===== src/rtl/syscall_input_if.sv =====
// Syscall input unit bus: decode inputs from the pipeline, host byte stream
// handshake, and register-file writeback outputs.
//   slave  : the unit side (decode/stream in, ready/stall/writeback out)
//   master : the pipeline/host side
interface syscall_input_if;
   logic        syscall_control;
   logic [31:0] instruction;
   logic [31:0] v0;
   logic [7:0]  in_data;
   logic        in_valid;
   logic        in_ready;
   logic        stall;
   logic        reg_write_en;
   logic [4:0]  reg_write_addr;
   logic [31:0] reg_write_data;
   logic [15:0] read_count;

   modport slave (
      input  syscall_control, instruction, v0, in_data, in_valid,
      output in_ready, stall, reg_write_en, reg_write_addr, reg_write_data, read_count
   );

   modport master (
      output syscall_control, instruction, v0, in_data, in_valid,
      input  in_ready, stall, reg_write_en, reg_write_addr, reg_write_data, read_count
   );
endinterface


===== src/rtl/syscall_input_unit.sv =====
// Syscall input unit: services read_int (v0=5) and read_char (v0=12) syscalls
// by consuming ASCII bytes from the host stream, stalling the pipeline until
// the result is written back to $v0.
// Ports:
//   clk  - clock, all state updates on posedge
//   rst  - synchronous active-high reset
//   bus  - syscall_input_if.slave: syscall_control/instruction/v0 decode inputs,
//          in_data/in_valid/in_ready byte stream, stall (combinational),
//          reg_write_en/addr/data writeback, read_count completed services
module syscall_input_unit (
   input  logic            clk,
   input  logic            rst,
   syscall_input_if.slave  bus
);
   localparam int unsigned DATA_W = 32;
   localparam int unsigned BYTE_W = 8;
   localparam int unsigned CNT_W  = 16;
   localparam int unsigned ADDR_W = 5;

   localparam logic [5:0]        FUNCT_SYSCALL = 6'h0c;
   localparam logic [DATA_W-1:0] SVC_READ_INT  = DATA_W'(5);
   localparam logic [DATA_W-1:0] SVC_READ_CHAR = DATA_W'(12);
   localparam logic [ADDR_W-1:0] V0_ADDR       = ADDR_W'(2);
   localparam logic [BYTE_W-1:0] CH_SPACE      = 8'h20;
   localparam logic [BYTE_W-1:0] CH_MINUS      = 8'h2D;
   localparam logic [BYTE_W-1:0] CH_ZERO       = 8'h30;
   localparam logic [BYTE_W-1:0] CH_NINE       = 8'h39;

   typedef enum logic [1:0] {
      IDLE      = 2'd0,
      WAIT_CHAR = 2'd1,
      PARSE_INT = 2'd2,
      WRITEBACK = 2'd3
   } state_t;

   state_t              state_q, state_d;
   logic [DATA_W-1:0]   acc_q, acc_d;
   logic [DATA_W-1:0]   result_q, result_d;
   logic                neg_q, neg_d;
   // set once a sign or digit has been seen; later spaces/'-' terminate
   logic                started_q, started_d;
   logic [CNT_W-1:0]    count_q, count_d;

   logic                svc_match_c;
   logic                trigger_c;
   logic                xfer_c;
   logic                is_digit_c;

   // Decode of a read service syscall, only honoured from IDLE
   assign svc_match_c = bus.syscall_control &&
                        (bus.instruction[5:0] == FUNCT_SYSCALL) &&
                        ((bus.v0 == SVC_READ_INT) || (bus.v0 == SVC_READ_CHAR));
   assign trigger_c   = svc_match_c && (state_q == IDLE);
   assign xfer_c      = bus.in_valid && bus.in_ready;
   assign is_digit_c  = (bus.in_data >= CH_ZERO) && (bus.in_data <= CH_NINE);

   // Outputs decoded from state; forced low while reset is held
   assign bus.in_ready       = !rst && ((state_q == WAIT_CHAR) || (state_q == PARSE_INT));
   assign bus.reg_write_en   = !rst && (state_q == WRITEBACK);
   assign bus.reg_write_addr = (!rst && (state_q == WRITEBACK)) ? V0_ADDR : '0;
   assign bus.reg_write_data = (!rst && (state_q == WRITEBACK)) ? result_q : '0;
   assign bus.read_count     = count_q;
   // Stall must cover the trigger cycle itself so the pipeline freezes at once
   assign bus.stall          = trigger_c || (state_q != IDLE);

   // State and datapath registers
   always_ff @(posedge clk) begin
      if (rst) begin
         state_q   <= IDLE;
         acc_q     <= '0;
         result_q  <= '0;
         neg_q     <= 1'b0;
         started_q <= 1'b0;
         count_q   <= '0;
      end else begin
         state_q   <= state_d;
         acc_q     <= acc_d;
         result_q  <= result_d;
         neg_q     <= neg_d;
         started_q <= started_d;
         count_q   <= count_d;
      end
   end

   // Next-state and datapath update
   always_comb begin
      state_d   = state_q;
      acc_d     = acc_q;
      result_d  = result_q;
      neg_d     = neg_q;
      started_d = started_q;
      count_d   = count_q;

      case (state_q)
         IDLE: begin
            acc_d     = '0;
            neg_d     = 1'b0;
            started_d = 1'b0;
            if (trigger_c) begin
               state_d = (bus.v0 == SVC_READ_CHAR) ? WAIT_CHAR : PARSE_INT;
            end
         end

         WAIT_CHAR: begin
            if (xfer_c) begin
               result_d = DATA_W'(bus.in_data);
               state_d  = WRITEBACK;
            end
         end

         PARSE_INT: begin
            if (xfer_c) begin
               if (!started_q && (bus.in_data == CH_SPACE)) begin
                  started_d = 1'b0;
               end else if (!started_q && (bus.in_data == CH_MINUS)) begin
                  neg_d     = 1'b1;
                  started_d = 1'b1;
               end else if (is_digit_c) begin
                  // wraps modulo 2^32 by construction of the 32-bit product
                  acc_d     = (acc_q * DATA_W'(10)) + DATA_W'(bus.in_data[3:0]);
                  started_d = 1'b1;
               end else begin
                  result_d = neg_q ? (~acc_q + DATA_W'(1)) : acc_q;
                  state_d  = WRITEBACK;
               end
            end
         end

         WRITEBACK: begin
            count_d   = count_q + CNT_W'(1);
            acc_d     = '0;
            neg_d     = 1'b0;
            started_d = 1'b0;
            result_d  = '0;
            state_d   = IDLE;
         end

         default: state_d = IDLE;
      endcase
   end
endmodule


===== src/flat_wrapper.sv =====
// flat-port wrapper written by rule: the top's interface ports become plain ports
module syscall_input_unit_flat 
  (clk, rst, bus_syscall_control, bus_instruction, bus_v0, bus_in_data, bus_in_valid, bus_in_ready, bus_stall, bus_reg_write_en, bus_reg_write_addr, bus_reg_write_data, bus_read_count);
  syscall_input_if bus_i ();
  input  logic clk;
  input  logic rst;
  input wire logic [$bits(bus_i.syscall_control)-1:0] bus_syscall_control;
  input wire logic [$bits(bus_i.instruction)-1:0] bus_instruction;
  input wire logic [$bits(bus_i.v0)-1:0] bus_v0;
  input wire logic [$bits(bus_i.in_data)-1:0] bus_in_data;
  input wire logic [$bits(bus_i.in_valid)-1:0] bus_in_valid;
  output wire logic [$bits(bus_i.in_ready)-1:0] bus_in_ready;
  output wire logic [$bits(bus_i.stall)-1:0] bus_stall;
  output wire logic [$bits(bus_i.reg_write_en)-1:0] bus_reg_write_en;
  output wire logic [$bits(bus_i.reg_write_addr)-1:0] bus_reg_write_addr;
  output wire logic [$bits(bus_i.reg_write_data)-1:0] bus_reg_write_data;
  output wire logic [$bits(bus_i.read_count)-1:0] bus_read_count;
  assign bus_i.syscall_control = bus_syscall_control;
  assign bus_i.instruction = bus_instruction;
  assign bus_i.v0 = bus_v0;
  assign bus_i.in_data = bus_in_data;
  assign bus_i.in_valid = bus_in_valid;
  assign bus_in_ready = bus_i.in_ready;
  assign bus_stall = bus_i.stall;
  assign bus_reg_write_en = bus_i.reg_write_en;
  assign bus_reg_write_addr = bus_i.reg_write_addr;
  assign bus_reg_write_data = bus_i.reg_write_data;
  assign bus_read_count = bus_i.read_count;
  syscall_input_unit u_core (.clk(clk), .rst(rst), .bus(bus_i));
endmodule

===== config.mk =====
export PLATFORM = sky130hd
export DESIGN_NAME = syscall_input_unit_flat
export DESIGN_NICKNAME = d
export VERILOG_FILES = /design/src/rtl/syscall_input_if.sv /design/src/rtl/syscall_input_unit.sv /design/src/flat_wrapper.sv
export SDC_FILE = /design/constraint.sdc
export NUM_CORES = 1
export LEC_CHECK = 0
export CAP_MARGIN = 20
export CORE_ASPECT_RATIO = 0.75
export CORE_UTILIZATION = 54
export CTS_CLUSTER_DIAMETER = 60
export DETAILED_ROUTE_END_ITERATION = 6
export PLACE_DENSITY_LB_ADDON = 0.25
export REMOVE_ABC_BUFFERS = 1
export SYNTH_ARGS = -nofsm -noshare
export SYNTH_HDL_FRONTEND = slang
export SYNTH_SLANG_ARGS = --single-unit

===== constraint.sdc =====
create_clock -name clk -period 4.6 [get_ports clk]
set_clock_uncertainty 0.1 [all_clocks]
set_input_delay 1.38 -clock clk [delete_from_list [all_inputs] [get_ports clk]]
set_output_delay 1.38 -clock clk [all_outputs]
set_load 0.01 [all_outputs]

==> metrics.txt, run 1 <==
# TYPE chip_impl_metric gauge
chip_impl_metric{name="clock_latency",unit="ns"} 0.34
chip_impl_info{name="worst_r2r_endpoint",value="u_core.acc_q[24]"} 1
chip_impl_metric{name="p_seq_share",unit="%"} 32.1
chip_impl_metric{name="timing_hold_violations_final",unit=""} 0
chip_impl_metric{name="finalWeightedCongestion",unit=""} 0.883
chip_impl_info{name="ys.flop_type",value="dfxtp_1"} 1
chip_impl_metric{name="synth_async_sr_flop_share",unit="%"} 0
chip_impl_metric{name="drtIter0Drc",unit=""} 540
chip_impl_metric{name="hold_slack",unit="ns"} 0.353
chip_impl_metric{name="netlist-cell-type-count",unit=""} 72
chip_impl_metric{name="setup.reg_to_reg.worst_slack",unit="ns"} 0.28
chip_impl_metric{name="internal_power",unit="mW"} 1.62
chip_impl_metric{name="avgRoutedWirePerCell",unit="µm"} 17.5
chip_impl_metric{name="max-slew-margin-rel",unit="%"} 39.8
chip_impl_metric{name="avgViaCountPerCell",unit=""} 6.18
chip_impl_metric{name="buffer_ports.inserted",unit=""} 101
chip_impl_metric{name="synth_warn",unit=""} 0
chip_impl_metric{name="initial_core_util",unit="%"} 56.5
chip_impl_metric{name="min_period_over_period",unit="%"} 102
chip_impl_info{name="grt_most_used_layer",value="met2"} 1
chip_impl_metric{name="post_route_cells_drive_above_1_share",unit="%"} 8.47
chip_impl_metric{name="timing.hold.worst_path_depth",unit=""} 2
chip_impl_metric{name="number_of_antenna_cells_inserted",unit=""} 0
chip_impl_metric{name="ff2ff_path_depth",unit=""} 12
chip_impl_info{name="synth.area.top_cells",value="dfxtp_1 (24%), ha_1 (11%), xnor2_1 (7.2%), nor2_1 (5.0%), nand2_1 (4.3%)"} 1
chip_impl_metric{name="global_route.overflow_total",unit=""} 0
chip_impl_metric{name="grt_max_degree",unit=""} 75
chip_impl_metric{name="synth_top_area_share",unit="%"} 23.7
chip_impl_metric{name="grt_pass1_wl",unit="mm"} 32.5
chip_impl_metric{name="antenna_violating_nets_post_route",unit=""} 0
chip_impl_metric{name="p_clk_share",unit="%"} 32.1
chip_impl_metric{name="design.final.nets",unit=""} 1141
chip_impl_metric{name="rows",unit=""} 35
chip_impl_info{name="failed_checks",value="setup timing"} 1
chip_impl_metric{name="globalRouteMet2Util",unit="%"} 47.3
chip_impl_metric{name="timing.final.max_slew_violations",unit=""} 0
chip_impl_info{name="synth_top_area_cell",value="dfxtp_1"} 1
chip_impl_metric{name="power_density_of_the_placed_cells",unit="nW/µm²"} 287
chip_impl_metric{name="syn_area_per_cell",unit="µm²"} 7.88
chip_impl_metric{name="p_sw",unit="mW"} 0.906
chip_impl_metric{name="max-clock-path-buffers",unit=""} 2
chip_impl_metric{name="die_height",unit="µm"} 101
chip_impl_metric{name="grt.met3_usage",unit="%"} 3.60
chip_impl_metric{name="first_global_vias",unit=""} 6467
chip_impl_metric{name="detail_route.wirelength",unit="mm"} 20.5
chip_impl_metric{name="clock_tree.htree_level_count",unit=""} 3
chip_impl_metric{name="initial_antenna_violation_count",unit=""} 0
chip_impl_metric{name="place.detailed.hpwl",unit="mm"} 14.7
chip_impl_info{name="post-synth-top-count-cell",value="nor2_1"} 1
chip_impl_info{name="min_path_type",value="register to register"} 1
chip_impl_metric{name="pin_count",unit=""} 132
chip_impl_metric{name="cp_data_required_time",unit="ns"} 3.12
chip_impl_metric{name="nFillCells",unit=""} 978
chip_impl_metric{name="sw_frac_of_total",unit="%"} 35.8
chip_impl_info{name="min_delay_worst_endpoint",value="u_core.result_q[11]"} 1
chip_impl_metric{name="route.detailed.drc",unit=""} 0
chip_impl_metric{name="design.die.area",unit="µm²"} 13600
chip_impl_metric{name="layout-area-overhead-vs-synth",unit="%"} 24.0
chip_impl_info{name="outcome",value="complete, but fails checks"} 1
chip_impl_metric{name="synth.ff_latch_count",unit=""} 84
chip_impl_metric{name="coreArea",unit="µm²"} 12600
chip_impl_metric{name="number_of_instances_in_the_synthesized_netlist",unit=""} 901
chip_impl_metric{name="slew_at_the_pin_with_the_worst_max_slew_slack",unit="ns"} 0.900
chip_impl_metric{name="ys_seq_area_share",unit="%"} 23.7
chip_impl_metric{name="irDropWorstVdd",unit="mV"} 0.236
chip_impl_metric{name="fp.dieW",unit="µm"} 134
chip_impl_metric{name="fraction_of_the_core_area_covered_by_cells_at_the_end_of_the_flow",unit="%"} 70.1
chip_impl_metric{name="finalCriticalPeriod",unit="ns"} 4.67
chip_impl_metric{name="drv.max_cap_violation_count",unit=""} 0
chip_impl_metric{name="cts.clk_slew.worst_paths",unit="ns"} 0.06
chip_impl_metric{name="setup_ws",unit="ns"} -0.0728
chip_impl_info{name="clockRootBuffer",value="clkbuf_16"} 1
chip_impl_info{name="setup.worst_path.end_class",value="output pin"} 1
chip_impl_info{name="timing.rr.start",value="u_core.acc_q[1]"} 1
chip_impl_info{name="worstSetupPathType",value="primary input to output pin"} 1
chip_impl_metric{name="critPathMaxFanout",unit=""} 2
chip_impl_metric{name="cts_inserted_buffers",unit=""} 9
chip_impl_metric{name="synth_edf_count",unit=""} 0
chip_impl_metric{name="first_pass_iters",unit=""} 5
chip_impl_metric{name="report.final.setup_viol",unit=""} 3
chip_impl_metric{name="gr-usage-all-layers",unit="%"} 29.3
chip_impl_info{name="worstHoldStart",value="u_core.result_q[11]"} 1
chip_impl_metric{name="static-leakage-power",unit="nW"} 3.60
chip_impl_metric{name="cts.sink_count",unit=""} 84
chip_impl_metric{name="p_comb_share",unit="%"} 35.8
chip_impl_metric{name="preCtsSetupSlack",unit="ns"} -0.640
chip_impl_metric{name="gr-usage-met1",unit="%"} 42.4
chip_impl_metric{name="routed-via-count",unit=""} 7229
chip_impl_metric{name="max_freq",unit="GHz"} 0.214
chip_impl_metric{name="mappedNetlistArea",unit="µm²"} 7100
chip_impl_info{name="synth.top_cells.by_count",value="nor2_1 (95), dfxtp_1 (84), nand2_1 (81), ha_1 (64), xnor2_1 (58)"} 1
chip_impl_info{name="cts_tree",value="built"} 1
chip_impl_info{name="startpoint_type",value="primary input"} 1
chip_impl_metric{name="worstPathArrival",unit="ns"} 3.19
## registers in the layout, indices dropped and copies added (netlist names)
| name | count |
|---|---|
| u_core.neg_q | 1 |
| u_core.acc_q | 32 |
| u_core.started_q | 1 |
| u_core.bus.read_count | 16 |
| u_core.result_q | 32 |
| u_core.state_q | 2 |
## metrics by stage
stage	power [mW]	setup TNS [ns]	instance area [µm²]	std cells
after floorplan	1.32	0	6880	850
after global placement	1.58	-0.553	8250	1136
after detailed placement	1.59	-0.640	8250	1136
after CTS	2.47	-0.000766	8700	1168
after global routing	2.65	-0.436	8810	1170
final	2.53	-0.0955	8810	1170
## per-layer routing
layer	wire [µm]	vias up
met1	9660	3461
met5	0	-
met2	9410	236
met3	1120	25
li1	-	3507
met4	274	0
## critical path, stage by stage
cell	delay, ns
dlymetal6s2s_1	0.14
or4_4	0.54
nor3_2	0.25
nand4_1	0.19
o41ai_2	0.41
buf_4	0.18
buf_6	0.10
## cell usage in the layout (no fill, tap or decap), types with 9 or more instances in the layout
cell type / instances
nor2_1: 94
clkdlybuf4s50_1: 91
dfxtp_1: 84
nand2_1: 80
ha_1: 64
xnor2_1: 58
a21oi_1: 48
and2_1: 38
buf_4: 35
nand3_1: 34
a22oi_1: 29
o21ai_0: 27
xor2_1: 25
nor3_1: 23
o21ai_1: 17
o211ai_1: 14
nand4_1: 13
a21o_1: 13
inv_1: 12
nor4_1: 12
o31ai_1: 11
and3_1: 10
a211oi_1: 9
a221oi_1: 9
clkbuf_16: 9
## cell families (layout without fill, tap and decap cells)
kind of cell	Yosys count	after routing	synth area share, %
and+or+nand+nor	358	358	25.9
AOI/OAI and AO/OA	236	236	23.3
DFF	84	84	23.7
xor gates and xnor gates	83	83	10.2
adders and majority gates	66	66	11.8
buffers and inverters	66	166	3.95
muxes	7	7	1.00
other	1	4	0.0528
## worst max-delay path by stage
stage	startpoint	endpoint	depth (start not counted)
6_report	bus_v0[14]	bus_stall	7
2_1_floorplan	bus_v0[13]	bus_stall	4
4_1_cts	bus_v0[13]	u_core.state_q[0]	24
3_3_place_gp	bus_v0[13]	bus_stall	6
5_1_grt	bus_v0[19]	bus_stall	7
3_5_place_dp	bus_v0[13]	bus_stall	6
## timing repair
item | CTS | global route
pin swaps | 1 | 8
hold buffers | 0 | 0
gates resized for setup | 5 | 20
buffers inserted | 16 | 2
setup endpoints to repair | 1 | 7
## area by class of cell
| class | count | area [µm²] | share of cell area, % |
|---|---|---|---|
| tap | 166 | 208 | 2.36 |
| inverter | 12 | 45.0 | 0.511 |
| multi-input combinational | 754 | 5210 | 59.2 |
| clock buffer | 10 | 239 | 2.71 |
| timing repair buffer | 138 | 1330 | 15.0 |
| clock inverter | 6 | 95.1 | 1.08 |
| sequential | 84 | 1680 | 19.1 |
## power by group through the flow
stage / sequential, mW / combinational, mW / clock, mW
6_report: 0.810 / 0.906 / 0.811
5_1_grt: 0.817 / 0.992 / 0.844
4_1_cts: 0.817 / 0.838 / 0.814
3_5_place_dp: 0.833 / 0.761 / 0
3_3_place_gp: 0.831 / 0.747 / 0
2_1_floorplan: 0.821 / 0.499 / 0
Power figures use the tool's default switching activity.
==> run 2: changes to the inputs <==
--- a/config.mk
+++ b/config.mk
@@ -8,7 +8,7 @@
 export CAP_MARGIN = 20
 export CORE_ASPECT_RATIO = 0.75
 export CORE_UTILIZATION = 54
-export CTS_CLUSTER_DIAMETER = 60
+export CTS_CLUSTER_DIAMETER = 200
 export DETAILED_ROUTE_END_ITERATION = 6
 export PLACE_DENSITY_LB_ADDON = 0.25
 export REMOVE_ABC_BUFFERS = 1
==> results of run 2 <==
No change in the layout: final DEF, timing and power equal those of run 1.
==> run 3: changes to the inputs <==
--- a/config.mk
+++ b/config.mk
@@ -15,3 +15,4 @@
 export SYNTH_ARGS = -nofsm -noshare
 export SYNTH_HDL_FRONTEND = slang
 export SYNTH_SLANG_ARGS = --single-unit
+export TNS_END_PERCENT = 1
==> metrics.txt, run 3 (same netlist as run 1, synthesis figures left out) <==
# TYPE chip_impl_metric gauge
chip_impl_metric{name="global_route.overflow_total",unit=""} 0
chip_impl_metric{name="report.final.setup_viol",unit=""} 3
chip_impl_metric{name="avgRoutedWirePerCell",unit="µm"} 17.4
chip_impl_info{name="layout.cells.most_common_list",value="nor2_1 (94), clkdlybuf4s50_1 (94), dfxtp_1 (84)"} 1
chip_impl_info{name="worstSetupPathType",value="primary input to output pin"} 1
chip_impl_metric{name="timing.final.max_slew_violations",unit=""} 0
chip_impl_metric{name="die_height",unit="µm"} 101
chip_impl_metric{name="coreArea",unit="µm²"} 12600
chip_impl_info{name="startpoint_type",value="primary input"} 1
chip_impl_info{name="timing.rr.start",value="u_core.acc_q[1]"} 1
chip_impl_metric{name="timing_hold_violations_final",unit=""} 0
chip_impl_metric{name="design.final.nets",unit=""} 1141
chip_impl_metric{name="initial_antenna_violation_count",unit=""} 0
chip_impl_metric{name="max_freq",unit="GHz"} 0.212
chip_impl_metric{name="max-clock-path-buffers",unit=""} 2
chip_impl_metric{name="setup.reg_to_reg.worst_slack",unit="ns"} 0.27
chip_impl_metric{name="ctsHoldBuffers",unit=""} 0
chip_impl_info{name="worst_r2r_endpoint",value="u_core.acc_q[24]"} 1
chip_impl_metric{name="final_cell_count_no_fill",unit=""} 1170
chip_impl_info{name="cts_tree",value="built"} 1
chip_impl_metric{name="design.die.area",unit="µm²"} 13600
chip_impl_metric{name="clock_tree.htree_level_count",unit=""} 3
chip_impl_info{name="min_path_type",value="register to register"} 1
chip_impl_metric{name="finalCriticalPeriod",unit="ns"} 4.72
chip_impl_metric{name="buffer_ports.inserted",unit=""} 101
chip_impl_metric{name="cts_inserted_buffers",unit=""} 9
chip_impl_metric{name="layout-area-overhead-vs-synth",unit="%"} 24.0
chip_impl_metric{name="placed_cells",unit=""} 1136
chip_impl_metric{name="ff2ff_path_depth",unit=""} 12
chip_impl_metric{name="finalWeightedCongestion",unit=""} 0.883
chip_impl_metric{name="avgViaCountPerCell",unit=""} 6.19
chip_impl_metric{name="first_pass_iters",unit=""} 5
chip_impl_metric{name="detail_route.wirelength",unit="mm"} 20.3
chip_impl_metric{name="setup_ws",unit="ns"} -0.120
chip_impl_metric{name="timing.hold.worst_path_depth",unit=""} 2
chip_impl_metric{name="cts.clk_slew.worst_paths",unit="ns"} 0.06
chip_impl_info{name="setup.worst_path.end_class",value="output pin"} 1
chip_impl_metric{name="drv.max_cap_violation_count",unit=""} 0
chip_impl_metric{name="fin_total_pwr",unit="mW"} 2.53
chip_impl_metric{name="fp.dieW",unit="µm"} 134
chip_impl_metric{name="number_of_antenna_cells_inserted",unit=""} 0
chip_impl_metric{name="gr-usage-all-layers",unit="%"} 29.3
chip_impl_metric{name="irDropWorstVdd",unit="mV"} 0.235
chip_impl_metric{name="static-leakage-power",unit="nW"} 3.57
chip_impl_info{name="clockRootBuffer",value="clkbuf_16"} 1
chip_impl_info{name="worstHoldStart",value="u_core.result_q[11]"} 1
chip_impl_metric{name="grt_pass1_wl",unit="mm"} 32.5
chip_impl_metric{name="grt_max_degree",unit=""} 75
chip_impl_metric{name="clock_latency",unit="ns"} 0.34
chip_impl_metric{name="critPathMaxFanout",unit=""} 2
chip_impl_metric{name="first_global_vias",unit=""} 6467
chip_impl_metric{name="min_period_over_period",unit="%"} 103
chip_impl_metric{name="slew_at_the_pin_with_the_worst_max_slew_slack",unit="ns"} 0.898
chip_impl_metric{name="cts.sink_count",unit=""} 84
chip_impl_metric{name="pin_count",unit=""} 132
chip_impl_info{name="failed_checks",value="setup timing"} 1
chip_impl_metric{name="cp_data_required_time",unit="ns"} 3.12
chip_impl_info{name="unrepaired_setup_endpoints_after_global_routing",value="yes"} 1
chip_impl_metric{name="power_density_of_the_placed_cells",unit="nW/µm²"} 287
chip_impl_metric{name="rows",unit=""} 35
chip_impl_metric{name="max-slew-margin-rel",unit="%"} 39.9
chip_impl_metric{name="worstPathArrival",unit="ns"} 3.24
chip_impl_info{name="min_delay_worst_endpoint",value="u_core.result_q[11]"} 1
chip_impl_metric{name="post_route_cells_drive_above_1_share",unit="%"} 8.47
chip_impl_metric{name="antenna_violating_nets_post_route",unit=""} 0
chip_impl_metric{name="route.detailed.drc",unit=""} 0
chip_impl_metric{name="place.detailed.hpwl",unit="mm"} 14.7
chip_impl_metric{name="routed-via-count",unit=""} 7243
chip_impl_metric{name="initial_core_util",unit="%"} 56.5
chip_impl_metric{name="drtIter0Drc",unit=""} 563
chip_impl_info{name="outcome",value="complete, but fails checks"} 1
==> run 3: changes by cell type in the layout (fill, tap and decap cells not counted), sizes merged <==
cell           before  now
clkdlybuf4s50      91   94
dlymetal6s2s        8    5
==> run 3: how the worst max path moves through the flow <==
stage	slack, ns	cells after the start	end	from
2_1_floorplan	0.27	4	bus_stall	bus_v0[13]
3_3_place_gp	-0.55	6	bus_stall	bus_v0[13]
3_5_place_dp	-0.64	6	bus_stall	bus_v0[13]
4_1_cts	-0.0008	24	u_core.state_q[0]	bus_v0[13]
5_1_grt	-0.17	7	bus_stall	bus_v0[19]
6_report	-0.12	7	bus_stall	bus_v0[19]
==> run 3: per-layer routing <==
| layer | track usage (%) | routed length [µm] | part of all wire, % | vias up |
|---|---|---|---|---|
| met5 | 0 | 0 | 0 | - |
| met1 | 42.4 | 9650 | 47 | 3474 |
| met4 | 5.01 | 201 | 0.99 | 0 |
| li1 | - | - | - | 3502 |
| met2 | 47.3 | 9360 | 46 | 244 |
| met3 | 3.60 | 1120 | 5.5 | 23 |
==> run 3: final cells by class <==
| cell class | count | area, µm² |
|---|---|---|
| clock buffer | 10 | 239 |
| clock inverter | 6 | 95.1 |
| fill | 973 | 3760 |
| inverter | 12 | 45.0 |
| multi-input combinational | 754 | 5210 |
| sequential | 84 | 1680 |
| tap | 166 | 208 |
| timing repair buffer | 138 | 1320 |
==> run 3: critical path: stages <==
cell,delay (ns)
clkdlybuf4s50_1,0.41
nor4_1,0.34
and4_1,0.25
nand4_1,0.17
o41ai_2,0.41
buf_4,0.18
buf_6,0.10
==> run 3: per-stage QoR <==
stage / hold WS, ns / instance area, µm² / setup slack, ns / util (%) / TNS, ns
finish: 0.354 / 8800 / -0.120 / 70.0 / -0.219
global placement: 0.338 / 8250 / -0.553 / 65.6 / -0.553
CTS: 0.352 / 8700 / -0.000766 / 69.3 / -0.000766
floorplan: 0.321 / 6880 / 0.270 / - / 0
global route: 0.376 / 8800 / -0.171 / 70.0 / -0.470
detailed placement: 0.344 / 8250 / -0.640 / 65.6 / -0.640
==> run 3: power by group <==
part / internal (mW) / total, mW / switching (mW) / leakage [nW]
clock network: 0.496 / 0.809 / 0.313 / 0.164
logic: 0.360 / 0.908 / 0.547 / 2.73
registers: 0.766 / 0.811 / 0.0447 / 0.678
==> run 3: what timing repair did <==
item / in CTS / in global routing
setup buffers: 16 / 2
resized for setup: 5 / 18
cloned: 0 / 0
endpoints found under the setup margin: 1 / 7
pin swaps: 1 / 8
